`config.mk`:
```
export PLATFORM = sky130hd
export DESIGN_NAME = alu_seq_exec
export DESIGN_NICKNAME = d
export VERILOG_FILES = /design/src/rtl/alu_seq_exec.sv
export SDC_FILE = /design/constraint.sdc
export NUM_CORES = 1
export LEC_CHECK = 0
export ABC_CLOCK_PERIOD_IN_PS = 2800
export CORE_UTILIZATION = 35
export DETAILED_ROUTE_END_ITERATION = 6
export GPL_ROUTABILITY_DRIVEN = 0
export SYNTH_ARGS = -nofsm -noshare
export SYNTH_HDL_FRONTEND = slang
export SYNTH_SLANG_ARGS = --single-unit
export TNS_END_PERCENT = 10
```
`constraint.sdc`:
```
create_clock -name clk -period 2.8 [get_ports clk]
set_input_delay 0.28 -clock clk [delete_from_list [all_inputs] [get_ports clk]]
set_output_delay 0.28 -clock clk [all_outputs]
set_load 0.01 [all_outputs]
```
`src/rtl/alu_seq_exec.sv`:
```
// Multi-cycle execution unit. It takes one operation at a time through a valid/ready handshake.
// Arithmetic, logic, compare and branch ops finish in one cycle; shifts iterate one bit per cycle.
module alu_seq_exec #(
    parameter int XLEN = 32
) (
    input  logic            clk,
    input  logic            rst_n,
    input  logic            in_valid,
    output logic            in_ready,
    input  logic [3:0]      alu_control,
    input  logic [XLEN-1:0] op_a,
    input  logic [XLEN-1:0] op_b,
    output logic            out_valid,
    input  logic            out_ready,
    output logic [XLEN-1:0] result,
    output logic            zero,
    output logic            branch_taken
);
    localparam int SHW = $clog2(XLEN);

    localparam logic [3:0] OP_ADD  = 4'b0000;
    localparam logic [3:0] OP_SLT  = 4'b0001;
    localparam logic [3:0] OP_SLTU = 4'b0010;
    localparam logic [3:0] OP_AND  = 4'b0011;
    localparam logic [3:0] OP_OR   = 4'b0100;
    localparam logic [3:0] OP_XOR  = 4'b0101;
    localparam logic [3:0] OP_SRA  = 4'b0110;
    localparam logic [3:0] OP_SLL  = 4'b0111;
    localparam logic [3:0] OP_SRL  = 4'b1000;
    localparam logic [3:0] OP_SUB  = 4'b1001;
    localparam logic [3:0] OP_BEQ  = 4'b1010;
    localparam logic [3:0] OP_BNE  = 4'b1011;
    localparam logic [3:0] OP_BLT  = 4'b1100;
    localparam logic [3:0] OP_BLTU = 4'b1101;
    localparam logic [3:0] OP_BGEU = 4'b1110;
    localparam logic [3:0] OP_BGE  = 4'b1111;

    // state | meaning
    // IDLE  | waiting for an operation, in_ready high
    // SHIFT | iterating a shift one bit per cycle, r_cnt bits left
    // DONE  | result valid, waiting for out_ready
    typedef enum logic [1:0] {S_IDLE, S_SHIFT, S_DONE} state_t;

    state_t            r_state, w_state_nxt;
    logic [3:0]        r_op;
    logic [XLEN-1:0]   r_sh;
    logic [SHW-1:0]    r_cnt;
    logic [XLEN-1:0]   r_result;
    logic              r_zero;
    logic              r_taken;

    logic              w_accept;
    logic              w_is_shift;
    logic              w_is_branch;
    logic [SHW-1:0]    w_k;
    logic              w_lt_s, w_lt_u, w_eq;
    logic [XLEN-1:0]   w_alu_res;
    logic              w_taken;
    logic [XLEN-1:0]   w_sh_next;

    assign in_ready     = (r_state == S_IDLE);
    assign out_valid    = (r_state == S_DONE);
    assign result       = r_result;
    assign zero         = r_zero;
    assign branch_taken = r_taken;

    assign w_accept    = in_valid && in_ready;
    assign w_k         = op_b[SHW-1:0];
    assign w_is_shift  = (alu_control == OP_SLL) || (alu_control == OP_SRL) || (alu_control == OP_SRA);
    assign w_is_branch = (alu_control >= OP_BEQ);
    assign w_lt_s      = $signed(op_a) < $signed(op_b);
    assign w_lt_u      = op_a < op_b;
    assign w_eq        = op_a == op_b;

    // Shift codes pass op_a through; only used directly when the shift amount is zero.
    always_comb begin
        w_alu_res = '0;
        w_taken   = 1'b0;
        case (alu_control)
            OP_ADD:  w_alu_res = op_a + op_b;
            OP_SUB:  w_alu_res = op_a - op_b;
            OP_AND:  w_alu_res = op_a & op_b;
            OP_OR:   w_alu_res = op_a | op_b;
            OP_XOR:  w_alu_res = op_a ^ op_b;
            OP_SLT:  w_alu_res = {{(XLEN-1){1'b0}}, w_lt_s};
            OP_SLTU: w_alu_res = {{(XLEN-1){1'b0}}, w_lt_u};
            OP_SLL, OP_SRL, OP_SRA: w_alu_res = op_a;
            OP_BEQ:  w_taken = w_eq;
            OP_BNE:  w_taken = !w_eq;
            OP_BLT:  w_taken = w_lt_s;
            OP_BGE:  w_taken = !w_lt_s;
            OP_BLTU: w_taken = w_lt_u;
            OP_BGEU: w_taken = !w_lt_u;
            default: w_alu_res = '0;
        endcase
        if (w_is_branch) w_alu_res = {{(XLEN-1){1'b0}}, w_taken};
    end

    always_comb begin
        w_sh_next = {1'b0, r_sh[XLEN-1:1]};
        case (r_op)
            OP_SLL:  w_sh_next = {r_sh[XLEN-2:0], 1'b0};
            OP_SRA:  w_sh_next = {r_sh[XLEN-1], r_sh[XLEN-1:1]};
            default: w_sh_next = {1'b0, r_sh[XLEN-1:1]};
        endcase
    end

    always_comb begin
        w_state_nxt = r_state;
        case (r_state)
            S_IDLE:  if (w_accept) w_state_nxt = (w_is_shift && (w_k != '0)) ? S_SHIFT : S_DONE;
            S_SHIFT: if (r_cnt == SHW'(1)) w_state_nxt = S_DONE;
            S_DONE:  if (out_ready) w_state_nxt = S_IDLE;
            default: w_state_nxt = S_IDLE;
        endcase
    end

    always_ff @(posedge clk or negedge rst_n) begin
        if (!rst_n) r_state <= S_IDLE;
        else        r_state <= w_state_nxt;
    end

    always_ff @(posedge clk or negedge rst_n) begin
        if (!rst_n) begin
            r_op     <= '0;
            r_sh     <= '0;
            r_cnt    <= '0;
            r_result <= '0;
            r_zero   <= 1'b1;
            r_taken  <= 1'b0;
        end else if (r_state == S_IDLE && w_accept) begin
            r_op <= alu_control;
            if (w_is_shift && (w_k != '0)) begin
                r_sh  <= op_a;
                r_cnt <= w_k;
            end else begin
                r_result <= w_alu_res;
                r_zero   <= (w_alu_res == '0);
                r_taken  <= w_taken;
            end
        end else if (r_state == S_SHIFT) begin
            r_sh  <= w_sh_next;
            r_cnt <= r_cnt - SHW'(1);
            if (r_cnt == SHW'(1)) begin
                r_result <= w_sh_next;
                r_zero   <= (w_sh_next == '0);
                r_taken  <= 1'b0;
            end
        end
    end
endmodule

```
---- Yosys cells after proc, flatten, opt, wreduce, memory -nomap -nowiden ----
Index checks and enable logic that the tools add are counted.
storage, ports and cells
  flip-flop bits (word level) ............. 77
  input port bits ......................... 72
  logic and storage cells ................. 88
  output and inout bits ................... 36
cells by class
  eq/ne operators ......................... 26
  muxes and demuxes ....................... 27
  $add $sub $neg .......................... 3
  bitwise logic cells ..................... 3
  reductions and logical operators ........ 19
  magnitude comparators ................... 3
operators by type and width
  kind                 number
  $mux 32              8
  $pmux 32 s8          1
  $logic_not 32->1     2
  $lt 32x32->1         2
  $pmux 32 s2          1
  $add 32x32->32       1
  $and 32x32->32       1
  $eq 32x32->1         1
  $eq 4x4->1 const B   8
  $or 32x32->32        1
  $sub 32x32->32       1
  $xor 32x32->32       1
  $eq 4x3->1 const B   6
  $mux 5               3
  $eq 4x2->1 const B   2
  $mux 1               8
  $mux 2               4
  $ne 2x2->1 const B   3
  $pmux 1 s6           1
  $pmux 2 s3           1
  $reduce_and 3->1     2
  $eq 5x1->1 const B   1
  $reduce_bool 5->1    1
  $sub 5x1->5 const B  1
  other kinds (13)     20

---- Logic depth before layout (Yosys ltp) ----
Gate-level depths: netlist (run 1).
  depth after elaboration ................. 7
  depth in mapped cells ................... 15
  mapped depth without buffers ............ 14

---- Worst setup path before layout (run 1) ----
Ideal clock, no wire load.
  path kind ............................... input -> register
  start ................................... in op_a[22]
  end ..................................... reg r_zero, in the netlist zero
  arrival ................................. 3.436 ns
  buffers on the path ..................... 1
  stages on the path ...................... 14
  setup time .............................. 0.086 ns
  setup slack ............................. -0.722 ns
  data required time ...................... 2.714 ns
  cells stage by stage .................... inv_1 > ha_1 > buf_2 > nor4_1 > nand2_1 > or4_1 > nor3_1 > xor2_1 > a41oi_1 > o211ai_1 > or4b_1 > nor4_1 > nand4_1 > o31ai_2
on the way
  longest elaborated chain between the ends .. 7
  elaborated cells on any way between the ends .. 17
  classes of those cells .................. add/sub: 2; order compare: 2; eq/ne: 1; mux: 5; bitwise: 3; reduce/logical: 4
RTL lines
  element                               line        RTL
  from (decl)                           11          input logic [XLEN-1:0] op_a,
  $lt 32x32->1 (tied with other cells)  72          assign w_lt_u = op_a < op_b;
  $logic_not 1->1 (on tied branches)    93, 89, 91
  $pmux 1 s6                            79          case (alu_control)
  $mux 32 (*)                           96          if (w_is_branch) w_alu_res = {{(XLEN-1){1'b0}}, w_taken};
  $logic_not 32->1 (*)                  138         r_zero <= (w_alu_res == '0);
  $mux 1 (*)                            133         if (w_is_shift && (w_k != '0)) begin
  $mux 1 (*)                            131         end else if (r_state == S_IDLE && w_accept) begin
  to (signal assigned)                  138
  to (signal assigned)                  146         r_zero <= (w_sh_next == '0);
  to (decl)                             49          logic r_zero;
Every way passes the cells marked *; elsewhere a longest branch is shown, timed or not. The select of a mux whose other input is x is not followed.
A chain may end at the register's enable or synchronous reset.

---- Worst setup path in the final report (run 1) ----
  start ................................... in op_a[1]
  end ..................................... reg r_zero, in the netlist zero
Same word-level chain as after synthesis.

==> results of run 1 <==
==> worst reg2reg max path, delay by kind of cell (launching register included) <==
kind | cells | cell delay [ns]
simple gates | 7 | 1.82
compound gates | 2 | 0.31
buf+inv | 2 | 0.27
flops | 1 | 0.38
==> metal layers <==
metal	vias up	GRT usage, %	share of wire [%]
li1	6276	-	-
met1	6457	39.95	41
met2	719	48.02	45
met3	175	5.395	9.0
met4	2	12.57	4.9
met5	-	0	0.023
==> Yosys cell counts (16+ instances only) <==
cell                       count  share of area (%)
sky130_fd_sc_hd__nor3_1       31                1.5
sky130_fd_sc_hd__a31oi_1      18                1.1
sky130_fd_sc_hd__dfrtp_1      76                 19
sky130_fd_sc_hd__nand2_1     180                6.6
sky130_fd_sc_hd__nand4_1      17                1.0
sky130_fd_sc_hd__a221oi_1     22                1.9
sky130_fd_sc_hd__nor4_1       19                1.2
sky130_fd_sc_hd__o21ai_0     141                6.9
sky130_fd_sc_hd__clkbuf_1     63                2.3
sky130_fd_sc_hd__nand3_1      55                2.7
sky130_fd_sc_hd__nand2b_1     18                1.1
sky130_fd_sc_hd__a21o_1       22                1.6
sky130_fd_sc_hd__inv_1       100                3.7
sky130_fd_sc_hd__nor2b_1      16               0.98
sky130_fd_sc_hd__ha_1        116                 14
sky130_fd_sc_hd__o31ai_1      21                1.5
sky130_fd_sc_hd__buf_2        23                1.1
sky130_fd_sc_hd__a21oi_1      85                4.1
sky130_fd_sc_hd__nor2_1      106                3.9
==> state kept, by name, summed over array words and instances (netlist names) <==
register,cells
branch_taken,1
r_op,4
zero,1
r_cnt,5
result,32
r_sh,32
r_state,2
==> repair_timing <==
item | 4_1_cts | 5_1_grt
endpoints found under the setup margin | 26 | 26
setup buffers | 24 | 32
pin swaps | 40 | 83
gates resized for setup | 162 | 253
hold buffers | 0 | 0
==> how the worst min path moves through the flow <==
| stage | startpoint | end | slack (ns) |
|---|---|---|---|
| floorplan | rst_n | branch_taken$_DFFE_PN0P_ | -0.02 |
| global placement | result[12]$_DFFE_PN0P_ | result[12]$_DFFE_PN0P_ | 0.46 |
| detailed placement | result[20]$_DFFE_PN0P_ | result[20]$_DFFE_PN0P_ | 0.47 |
| CTS | rst_n | r_cnt[4]$_DFFE_PN0P_ | 0.14 |
| global route | rst_n | r_cnt[4]$_DFFE_PN0P_ | 0.17 |
| finish | rst_n | r_cnt[4]$_DFFE_PN0P_ | 0.1 |
==> report_power, final <==
group	internal [mW]	total [mW]	switching (mW)	leakage, nW
Combinational	2.45	5.13	2.68	6.99
Clock	0.701	1.19	0.492	0.143
Sequential	1.58	2.01	0.422	0.980
==> area by class of cell <==
| cell class | instances | area, um^2 | share of cell area (%) |
|---|---|---|---|
| diodes | 1 | 2.502 | 0.01449 |
| clock buffers | 9 | 225.2 | 1.304 |
| clock inverters | 7 | 80.08 | 0.4638 |
| inverters | 105 | 414.1 | 2.399 |
| multi-input cells | 1142 | 8985 | 52.04 |
| flip-flops and latches | 77 | 1928 | 11.17 |
| well taps | 384 | 480.5 | 2.783 |
| repair buffers | 621 | 5150 | 29.83 |
==> logic make-up after synthesis <==
logic type | count (synthesis)
xor+xnor | 4
fa+ha+maj | 118
compound gates | 484
flops | 77
mux | 14
buf+inv | 198
simple gates | 522
==> per-stage QoR <==
| stage | setup slack, ns | std cells | area (um^2) | hold slack (ns) | util [%] |
|---|---|---|---|---|---|
| final | -0.5005 | 2346 | 17270 | 0.09810 | 59.99 |
| after global routing | -0.6212 | 2345 | 17260 | 0.1687 | 59.98 |
| after CTS | -0.7268 | 2314 | 16260 | 0.1368 | 56.50 |
| after detailed placement | -1.414 | 2274 | 15190 | 0.4699 | 52.79 |
| after global placement | -1.432 | 2274 | 15190 | 0.4613 | 52.79 |
| after floorplan | -0.2545 | 1417 | 10490 | -0.01559 | - |
==> results by stage, run 1 <==
Worst setup path:
- The largest individual stage delay along the critical path comes from the cell sky130_fd_sc_hd__or4_4.
- At the worst endpoint, the required time is a little over 3 ns.
- Counting stages on the worst path, the most repeated cell is sky130_fd_sc_hd__o211ai_1.
- Together, buffers and inverters on the worst path number 4.
- The number of cells on the worst reg-to-reg path is 11.
- The gate family responsible for the most delay along the worst path is compound AO/OA/AOI/OAI gates.
- The critical path in this run is classified as in2reg.
- The largest stage delay on the critical path is 0.52 ns.
- Walking the worst path, the cells encountered are buf_8 -> clkinvlp_4 -> buf_6 -> fa_2 -> nor2b_2 -> o211ai_1 -> buf_4 -> and4_4 -> or4_4 -> nand3_4 -> a21o_1 -> o211ai_1 -> a32o_2 -> a311oi_2 -> nand4_1 -> o31ai_2.
- At the worst endpoint, the arrival time is 3.56 ns.
- The worst register-to-register path begins at r_state[0]$_DFFE_PN0P_.
- For flop-to-flop paths, the worst setup slack is -0.04 ns.
- The worst setup path is launched from an input port.
- Tracing the worst setup path back leads to its startpoint at op_a[1].
- The total number of cells along the worst setup path is 16.
- In this run the worst path has a maximum fanout of 4.
- The capture point of the worst path is zero$_DFFE_PN1P_.
- The endpoint identified for the worst register-to-register timing path is zero$_DFFE_PN1P_.
- The worst setup path is captured at a flip-flop.

Synthesis:
- In the synthesized netlist the dominant register cell turns out to be sky130_fd_sc_hd__dfrtp_1.
- The number of nets in the synthesized netlist is approximately 1,600.
- Yosys mapped the design onto 97 distinct sky130hd cell types.
- Of the post-synthesis cell area, the part taken by muxes is under 10%.
- The simple-gate portion of the synthesized area is about a quarter.
- The number of instances in the synthesized netlist is roughly 1,400.
- The count of synthesis-stage warnings from yosys is 0.
- The synthesized design contains 0 enable-type register cells.
- The combined area of all synthesized cells is around 10,000 um^2.
- After synthesis, the mean cell area works out to 7.242 um^2.
- Of all flip-flops after synthesis, the portion carrying an async set or reset was between 90% and 100%.
- The synthesized netlist devotes 14.53% of its cell area to adder and majority cells.
- The XOR/XNOR share of the synthesized area is 0.3414%.
- The main combinational cell family by area after synthesis is compound AO/OA/AOI/OAI gates.
- The proportion of synthesized chip area in sequential cells is between 10% and 20%.
- The compound-gate portion of the synthesized area is 32.41%.
- The synthesized flop and latch total is between 70 and 80.

Timing:
- Between clock sinks in the finished design, the worst skew comes to 0.01125 ns.
- The number of hold-slack violations in the final timing report is 0.
- The least setup slack across all paths after layout is -0.5005 ns.
- Measured against its own limit, the worst slew margin works out to a little over a third.
- The count of final max-slew check failures is 0.
- The achievable clock frequency is roughly 300 MHz.
- The setup violation total in the final timing report is 16.
- The summed negative setup slack over all endpoints is -3.671 ns.
- The final period demand of the worst path is approximately 3.3 ns.
- The final critical-path share of the clock period is 117.9%.
- Setup repair after global routing could not meet its margin everywhere.
- The slew of the pin with the lowest slew margin is between 0.9 and 1 ns.

Floorplan:
- In this run the standard cell core region covers approximately 29,000 um^2.
- Pin placement for this block handled 108 I/O pins.
- The initial utilization of the core area, before any placement, comes to 35.66%.
- The die is 173.2 um wide.
- The vertical extent of the die is roughly 170 um.
- In this run the core area contains 62 standard-cell rows.
- The die covers ~30,000 um^2.

Global route:
- The number of global-route vias before repair was 13,163.
- The initial antenna violation count is 3.
- The total global routing overflow is 0.
- The first global-routing pass estimated slightly above 70 mm of wire.
- Entering global routing, the biggest net connects 79 pins.
- The total global routing track utilization is approximately 30%.

Pwr:
- The total power draw is 8.326 mW.
- Dividing total power by cell area gives a power density of around 480 nW/um^2.
- The worst-case IR drop observed on VDD is between 0.3 and 0.4 mV.
- The static leakage is 8.118 nW.

Clock tree:
- The CTS root buffer is sky130_fd_sc_hd__clkbuf_16.
- TritonCTS built the clock tree.
- The clock sink count is 77.
- The clock-pin slew on the worst setup and hold paths is 0.07 ns.
- CTS built an H-tree with a depth of 3.
- The maximum buffer depth of the clock tree is 2.
- The later pin in the worst-skew pair is clocked with a latency of around 0.34 ns.
- In this run, CTS created clock tree buffers numbering 9.

Job:
- Across the run, the number of max-cap violations was 0.

Cells and area:
- Of the cells placed in the final design, the portion with a size suffix greater than 1 is roughly two fifths.
- The most common cell after layout, fill and taps aside is sky130_fd_sc_hd__buf_4.
- Fill cells in the final layout number approximately 2,500.
- The layout overhead on the synthesized area is 68.24%.
- In the layout the commonest cells are sky130_fd_sc_hd__buf_4 (485), sky130_fd_sc_hd__nand2_1 (178), sky130_fd_sc_hd__o21ai_0 (119), sky130_fd_sc_hd__nor2_1 (94), sky130_fd_sc_hd__ha_1 (78).
- The net total in the final layout is 2,146.

Outcome:
- The checks that failed: negative setup slack.
- The flow ran to the end, but the final reports show violations.

Drt:
- The number of detailed-route iterations in the first pass is 6.
- In the final routed layout, each cell accounts on average for between 20 and 25 um.
- In the routed design, unresolved DRC markers number 0.
- The routed wire length is around 47 mm.
- The number of design-rule violations left by the first detailed-router iteration is 1,527.
- For this block, the via count after detailed routing is between 10,000 and 15,000.
- The number of nets still failing antenna checks after routing is 0.
- The post-detailed-route via-to-cell ratio is ~5.8.

Min path:
- The min-delay analysis places its worst path in the category in2async.

Placement:
- The sum of net half-perimeters after detailed placement is 36.20 mm.
- In this run the tool buffered the top-level ports with between 100 and 150 buffer cells.
Power figures use the tool's default switching activity.
==> run 2: changes to the inputs <==
Settings changed: ABC_CLOCK_PERIOD_IN_PS 2800 to 4200, CORE_MARGIN from default to 2, SLEW_MARGIN from default to 0.
Clock period 2.8 ns to 4.2 ns, I/O delays scaled along.
==> results by stage, run 2 (same netlist as run 1, synthesis figures left out) <==
Pwr:
- Combinational cells account for 56.4% of the total power.
- The clock group share of total power is about 16%.
- Across the VDD grid, the largest voltage drop is 0.3093 mV.
- The share of total power consumed by net switching is approximately 44%.
- For this design the static power due to leakage is 6.185 nW.
- The power per standard cell area is about 360 nW/um^2.
- The part of the total power dissipated in sequential elements is ~28%.
- The switching power is about 2.1 mW.
- The internal portion of total power is about 2.7 mW.
- Total power for the finished layout comes to 4.858 mW.

Global route:
- The layer with the highest usage after global routing is met2.
- Global routing consumed, on the met1 layer, about 38% of the routing resources.
- The number of global-route vias before repair is between 10,000 and 15,000.
- The global routing usage on met3 is 4.896%.
- The total global routing track utilization is a little over a quarter.
- The initial antenna violation count was 3.
- The largest net degree at the start of global routing is 79.
- The total global routing overflow is 0.
- The wire length of the first global-routing pass is roughly 65 mm.
- In the global route stage, met2 resource usage came out at approximately two fifths.

Floorplan:
- The horizontal die dimension is between 150 and 200 um.
- The area of the die is around 31,000 um^2.
- For this configuration, the core starts out at a cell density of a little over a third.
- After floorplanning, the core was sized to cover 28,780 um^2.
- Pin placement for this block handled between 100 and 150 I/O pins.
- The vertical extent of the die is between 150 and 200 um.
- The number of cell rows is 62.

Timing:
- The final critical path takes up about 95% of the cycle.
- Based on the critical path, the design can be clocked at up to 250.0 MHz.
- Subtracting the final worst setup slack from the clock period gives about 4.0 ns.
- The number of hold-slack violations in the final timing report is 0.
- The slew of the pin with the lowest slew margin is a little under 1 ns.
- The count of final max-slew check failures came to 0.
- The worst relative slew slack is between 30% and 40%.
- Setup violations remaining at the end of the flow were counted as 0.
- The largest clock skew in the final design is between 0.004 and 0.005 ns.

Cells and area:
- Leaving out fill and tap cells, the most frequent cell in the layout is sky130_fd_sc_hd__buf_4.
- The diode insertion count for antenna repair is 0.
- Cells fill ~47% of the core in the end.
- Leaving out fill and tap cells, the most frequent cells in the layout are sky130_fd_sc_hd__buf_4 (224), sky130_fd_sc_hd__nand2_1 (179), sky130_fd_sc_hd__o21ai_0 (138), sky130_fd_sc_hd__ha_1 (116), sky130_fd_sc_hd__clkdlybuf4s50_1 (106).
- At the end of the flow, the number of nets in the layout was 1,859.
- In the final layout, the share of cells above drive strength 1 is between 10% and 20%.
- After routing the design area is roughly 14,000 um^2.
- From synthesis to final layout, the design area changed by 32.70%.

Clock tree:
- The number of buffers added for setup after CTS is 0.
- The clock reaches the later pin of the worst-skew pair after between 0.3 and 0.4 ns.
- In this run the clock root is driven by a sky130_fd_sc_hd__clkbuf_16.
- The longest clock path from root to sink contains 2 buffers.
- Clock-pin slew was measured on the worst setup and hold paths at 0.06 ns.
- In this run the number of H-tree levels came out at 3.
- TritonCTS built the clock tree.
- Counting every sink on the clock net gives just under 80.
- The number of clock buffers added by TritonCTS is 9.

Worst setup path:
- STA classifies the critical path startpoint as an input port.
- The worst setup path is captured at a flip-flop.
- At the worst endpoint, the arrival time is about 4.2 ns.
- Along the worst path, the maximum fanout reaches 8.
- At the worst endpoint, the required time is about 4.4 ns.
- The kind of critical path is in2reg.
- The internal reg-to-reg setup slack is ~1.1 ns.

Drt:
- The number of detailed-route iterations in the first pass is 7.
- The post-detailed-route via-to-cell ratio is about 6.0.
- The DRC violations left is 1.
- Dividing the detail-routed wire length by the instance count gives between 20 and 25 um.
- The routed wire length is around 42 mm.
- The first routing iteration left ~1,600 violations.
- The number of nets still failing antenna checks after routing is 0.
- The total via count in the routed design is about 12,000.

Outcome:
- The final reports fail on design-rule violations.
- The flow ran to the end, but the final reports show violations.

Placement:
- Summing all placed instances gives a cell area of approximately 13,000 um^2.
- The count of buffers inserted at the top-level ports is ~110.
- The sum of net half-perimeters after detailed placement is about 33 mm.

Min path:
- The min-delay analysis places its worst path in the category in2async.

Job:
- The max capacitance violation total is 0.
-- run 2: metal layers --
layer | up-vias | wire (um)
met5 | - | 39
met4 | 6 | 1450
met3 | 112 | 4327
met2 | 695 | 18360
met1 | 5762 | 18040
li1 | 5702 | -
-- run 2: final cells by class --
| class | instances | area (um^2) |
|---|---|---|
| inverter | 105 | 394.1 |
| sequential | 77 | 1928 |
| tap | 384 | 480.5 |
| multi-input combinational | 1142 | 7701 |
| clock buffer | 9 | 225.2 |
| timing repair buffer | 334 | 2823 |
| clock inverter | 7 | 66.31 |
| fill | 2929 | 15160 |
-- run 2: what timing repair did --
| action | CTS | global route |
|---|---|---|
| hold buffers | 0 | 0 |
| endpoints found under the setup margin | 0 | 2 |
| resized for setup | 0 | 30 |
-- run 2: final timing paths --
kind                                          endpoint                   from  cells after the start
worst max-delay path            result[31]$_DFFE_PN0P_               op_a[16]                     17
worst max register to register        zero$_DFFE_PN1P_   r_cnt[2]$_DFFE_PN0P_                     11
worst min-delay path            r_state[0]$_DFFE_PN0P_                  rst_n                      1
min in group clk                 result[1]$_DFFE_PN0P_  result[1]$_DFFE_PN0P_                      1
worst min register to register   result[1]$_DFFE_PN0P_  result[1]$_DFFE_PN0P_                      1
max in group asynchronous       result[28]$_DFFE_PN0P_                  rst_n                      1
-- run 2: critical path, stage by stage --
cell	delay, ns
sky130_fd_sc_hd__clkdlybuf4s50_1	0.58
sky130_fd_sc_hd__inv_1	0.08
sky130_fd_sc_hd__ha_1	0.31
sky130_fd_sc_hd__buf_4	0.18
sky130_fd_sc_hd__a21o_1	0.17
sky130_fd_sc_hd__a221oi_1	0.28
sky130_fd_sc_hd__buf_4	0.18
sky130_fd_sc_hd__o21ai_0	0.07
sky130_fd_sc_hd__a31oi_1	0.28
sky130_fd_sc_hd__nand3_2	0.24
sky130_fd_sc_hd__a31oi_2	0.34
sky130_fd_sc_hd__nor3_1	0.08
sky130_fd_sc_hd__nor4_1	0.28
sky130_fd_sc_hd__mux2_2	0.22
sky130_fd_sc_hd__o22ai_1	0.07
sky130_fd_sc_hd__buf_4	0.16
sky130_fd_sc_hd__a221o_1	0.28
-- run 2: per-stage QoR --
| stage | std cells | hold slack [ns] | setup TNS (ns) | setup WS, ns |
|---|---|---|---|---|
| 3_3_place_gp | 2042 | 0.4597 | -0.3423 | -0.2463 |
| 6_report | 2058 | 0.2576 | 0 | 0.2001 |
| 5_1_grt | 2058 | 0.3505 | -0.01824 | -0.01824 |
| 4_1_cts | 2058 | 0.2930 | 0 | 0.04341 |
| 2_1_floorplan | 1417 | 0.1244 | 0 | 0.5384 |
| 3_5_place_dp | 2042 | 0.4650 | -0.4143 | -0.2816 |
-- run 2: power groups by stage --
stage | clock network, mW | logic (mW) | registers (mW)
floorplan | 0 | 1.48 | 1.33
global placement | 0 | 2.62 | 1.36
detailed placement | 0 | 2.67 | 1.36
CTS | 0.773 | 2.68 | 1.35
global route | 0.804 | 3.02 | 1.40
finish | 0.762 | 2.74 | 1.36
